**src/rtl/eject_arbiter.sv**
```systemverilog
// eject_arbiter: round-robin N:1 arbiter feeding a single-entry output register.
// A consumer-ready output slot is refilled in the same cycle, giving one flit per cycle.
module eject_arbiter #(
   parameter int N  = 4,
   parameter int DW = 64
) (
   input  logic            clk,
   input  logic            reset,
   input  logic [N-1:0]    req_valid,
   input  logic [N*DW-1:0] req_data,
   output logic [N-1:0]    req_ready,
   output logic            out_valid,
   output logic [DW-1:0]   out_data,
   input  logic            out_ready,
   output logic [15:0]     eject_cnt
);

   localparam int unsigned PW = (N > 1) ? $clog2(N) : 1;
   localparam int unsigned CW = 16;

   localparam logic [0:0] EMPTY = 1'b0;
   localparam logic [0:0] FULL  = 1'b1;

   logic [0:0]    state;
   logic [0:0]    state_next;
   logic [PW-1:0] ptr;
   logic [PW-1:0] ptr_next;
   logic [DW-1:0] data_next;
   logic [CW-1:0] cnt_next;

   logic [N-1:0]  grant;
   logic          grant_any;
   logic [PW-1:0] grant_ptr;
   logic [DW-1:0] grant_data;
   logic [PW:0]   sum;
   logic [PW-1:0] idx;

   // First valid requester at or after ptr, wrapping modulo N.
   always_comb begin
      grant     = '0;
      grant_any = 1'b0;
      grant_ptr = ptr;
      sum       = '0;
      idx       = '0;
      for (int k = 0; k < N; k++) begin
         sum = {1'b0, ptr} + (PW+1)'(k);
         if (sum >= (PW+1)'(N)) begin
            sum = sum - (PW+1)'(N);
         end
         idx = PW'(sum);
         if (!grant_any && req_valid[idx]) begin
            grant_any  = 1'b1;
            grant[idx] = 1'b1;
            grant_ptr  = (idx == PW'(N - 1)) ? '0 : idx + PW'(1);
         end
      end
   end

   // One-hot data select of the winning requester.
   always_comb begin
      grant_data = '0;
      for (int i = 0; i < N; i++) begin
         if (grant[i]) begin
            grant_data = grant_data | req_data[i*DW +: DW];
         end
      end
   end

   // Next-state and grant logic; reset masks grants combinationally.
   always_comb begin
      state_next = state;
      ptr_next   = ptr;
      data_next  = out_data;
      cnt_next   = eject_cnt;
      req_ready  = '0;
      case (state)
         EMPTY: begin
            if (grant_any && !reset) begin
               req_ready  = grant;
               state_next = FULL;
               ptr_next   = grant_ptr;
               data_next  = grant_data;
            end
         end
         FULL: begin
            if (out_ready) begin
               cnt_next = eject_cnt + CW'(1);
               if (grant_any && !reset) begin
                  req_ready  = grant;
                  ptr_next   = grant_ptr;
                  data_next  = grant_data;
               end else begin
                  state_next = EMPTY;
               end
            end
         end
         default: begin
            state_next = EMPTY;
         end
      endcase
   end

   always_ff @(posedge clk or posedge reset) begin
      if (reset) begin
         state     <= EMPTY;
         ptr       <= '0;
         out_data  <= '0;
         eject_cnt <= '0;
      end else begin
         state     <= state_next;
         ptr       <= ptr_next;
         out_data  <= data_next;
         eject_cnt <= cnt_next;
      end
   end

   assign out_valid = (state == FULL);

endmodule

```
**config.mk**
```make
export PLATFORM = sky130hd
export DESIGN_NAME = eject_arbiter
export DESIGN_NICKNAME = d
export VERILOG_FILES = /design/src/rtl/eject_arbiter.sv
export SDC_FILE = /design/constraint.sdc
export NUM_CORES = 1
export LEC_CHECK = 0
export ABC_CLOCK_PERIOD_IN_PS = 4220
export BUFFER_PORTS_ARGS = -buffer_cell sky130_fd_sc_hd__buf_2
export CORE_MARGIN = 4
export CORE_UTILIZATION = 23
export DETAILED_ROUTE_END_ITERATION = 10
export SLEW_MARGIN = 20
export SYNTH_ARGS = -nofsm -noshare
export SYNTH_HDL_FRONTEND = slang
export SYNTH_SLANG_ARGS = --single-unit
```
**constraint.sdc**
```tcl
create_clock -name clk -period 4.22 [get_ports clk]
set_input_delay 0.844 -clock clk [delete_from_list [all_inputs] [get_ports clk]]
set_output_delay 0.844 -clock clk [all_outputs]
set_load 0.01 [all_outputs]
```
==> results.ini <==
[outcome]
status = completed

[die]
die_area_mm2 = 0.0249
ios = 348
fp.dieW_um = 158
row_count = 54
die_h_um = 158
start_util_pct = 23.5
coreArea_mm2 = 0.0220

[worst_setup_path]
crit_family = simple AND/OR/NAND/NOR gates
crit_fanout = 10
cp_cell_sequence = inv_1, ha_1, mux4_2, nor4_2, nor3_2, and2_1, buf_2
critPathRequiredTime_ns = 3.38
worst_path_largest_cell_delay_ns = 0.59
crit_arrival_ns = 3.12
start_kind = flop
end_kind = primary output
crit_slowest_cell = dfrtp_1
criticalPathCategory = reg2out
path_buf_inv = 2

[logic_synthesis]
yosysSeqAreaShare_pct = 40.2
synth.distinct_cells = 47
yosysWarnings = 0
ys_seq_elements = 83
synth_fp_nets = 780
netlist_instances = 511
syn_area_per_cell_um2 = 10.1
netlist_area_mm2 = 0.00516
ys.flop_type = dfrtp_1
synth_edf_count = 0
synth-async-reset-ratio_pct = 100

[clock_tree]
cts_setup_buffers = 0
ctsHtreeMaxLevel = 3
ctsResizeCount = 0
clock-sinks = 83
insertion_delay_ns = 0.35
cts.path.max_buffers = 2
ctsHoldBuffers = 0
cts_tree = done
cts_buffers = 9
root_buffer = clkbuf_16
cts.clk_slew.worst_paths_ns = 0.07

[run]
cap_viol_max_count = 0

[routing]
avgRoutedWirePerCell_um = 18.2
first_pass_iters = 4
drc = 0
drt-initial-drc-count = 237
wl_um = 20300
vias_per_cell = 4.97
ant_nets = 0
routed-via-count = 5554

[sta]
slew_headroom_pct = 29.0
finalSetupTns_ns = 0
final-max-slew-violation-count = 0
fin_skew_ns = 0.0124
worst_pin_slew_ns = 1.06
min_period_over_period_pct = 93.9
fmax_mhz = 252
rsz0062_at_grt = no
period_needed_ns = 3.96
hold_viol = 0
setup_viol_count_final = 0

[cells_and_area]
final_cell_mix = buf_2 (347), dfrtp_1 (83), nor2_1 (80)
drive_gt1_share_pct = 51.7
fin_nets = 1102
final_area_mm2 = 0.00738
antenna_cells = 0
layout_commonest_cell = buf_2
synthToLayoutAreaGrowth_pct = 42.9

[global_route]
grt_util_all_layers_pct = 15.0
grt_pass1_wl_um = 29200
grt_pass1_vias = 5392
antenna_found_initial = 0
grt_max_degree = 65
grt_remaining_overflow = 0

[place]
port_buffers = 347
dpl-instance-area_mm2 = 0.00710
dp_hpwl_um = 15200
gp_congestion = 0.846

[hold_path]
min_path_type = reg2reg

[power_and_ir_drop]
total_leakage_power_uw = 0.00341
power_density_mw_per_mm2 = 749
peakVddDrop_uv = 867

==> Yosys cell counts (5+ instances only) <==
cell type   n  area (um^2)
mux2i_1     6         60.1
ha_1        6         75.1
nand3_1     8         40.0
buf_4       8         60.1
nor2_1     80          300
a221oi_1   24          210
dfrtp_1    83         2080
and2_1      5         31.3
inv_1       6         22.5
nand2_1    14         52.6
buf_6       9          101
o22ai_1     5         31.3
xnor2_1    11         96.3
a22oi_1    64          480
buf_2      21          105
clkbuf_1    7         26.3
a21oi_1    67          335
a221oi_2   41          616
==> path summary, 6_finish.rpt <==
check                                           from                         to  slack [ns]  cells after the start
setup / recovery                  ptr[1]$_DFFE_PP0P_               req_ready[3]        0.26                      7
hold / removal             eject_cnt[15]$_DFFE_PP0P_  eject_cnt[15]$_DFFE_PP0P_        0.48                      1
setup reg to reg                  ptr[1]$_DFFE_PP0P_   out_data[46]$_DFFE_PP0P_        0.53                      9
hold reg to reg            eject_cnt[15]$_DFFE_PP0P_  eject_cnt[15]$_DFFE_PP0P_        0.48                      1
max in group asynchronous                      reset   out_data[22]$_DFFE_PP0P_        2.87                      3
min in group asynchronous                      reset   out_data[56]$_DFFE_PP0P_        0.66                      2
==> flip-flops by register name (all words and copies together) (netlist names) <==
| name | flops |
|---|---|
| eject_cnt | 16 |
| out_data | 64 |
| out_valid | 1 |
| ptr | 2 |
==> stage by stage <==
stage	util [%]	setup slack [ns]	hold slack [ns]	power, uW	std cells
global route	33.6	0.0343	0.523	5940	1118
CTS	33.6	0.239	0.487	5590	1118
global placement	32.3	0.607	0.456	4740	1102
floorplan	-	0.718	0.507	3820	511
finish	33.6	0.257	0.483	5530	1118
detailed placement	32.3	0.634	0.476	4790	1102
==> where the power goes <==
| group | leakage [uW] | internal [uW] | switching [uW] |
|---|---|---|---|
| clock network | 0.000142 | 410 | 361 |
| logic | 0.00233 | 1260 | 2160 |
| registers | 0.000936 | 1130 | 204 |
| total | 0.00341 | 2810 | 2720 |
==> layer usage <==
metal | routed length, um | part of all wire [%] | up-vias | global-route usage, %
met5 | 0 | 0 | - | 0
met4 | 393 | 1.9 | 0 | 5.28
met3 | 1230 | 6.1 | 21 | 2.60
met2 | 10200 | 50 | 230 | 26.5
met1 | 8470 | 42 | 2681 | 18.5
li1 | - | - | 2622 | -
==> cell families after synthesis <==
group	Yosys count	synth area share, %
simple gates	125	10.9
buf+inv	52	6.40
fa+ha+maj	6	1.45
mux	14	3.78
flops	83	40.2
compound gates	216	34.7
xor+xnor	15	2.54
==> final cells by class <==
| type | instances | area [um^2] |
|---|---|---|
| inverters | 6 | 23.8 |
| fillers | 2321 | 14600 |
| clock inverters | 7 | 57.6 |
| multi-input cells | 376 | 2800 |
| well taps | 280 | 350 |
| repair buffers | 357 | 1850 |
| clock buffers | 9 | 225 |
| flip-flops and latches | 83 | 2080 |
Power figures use the tool's default switching activity.
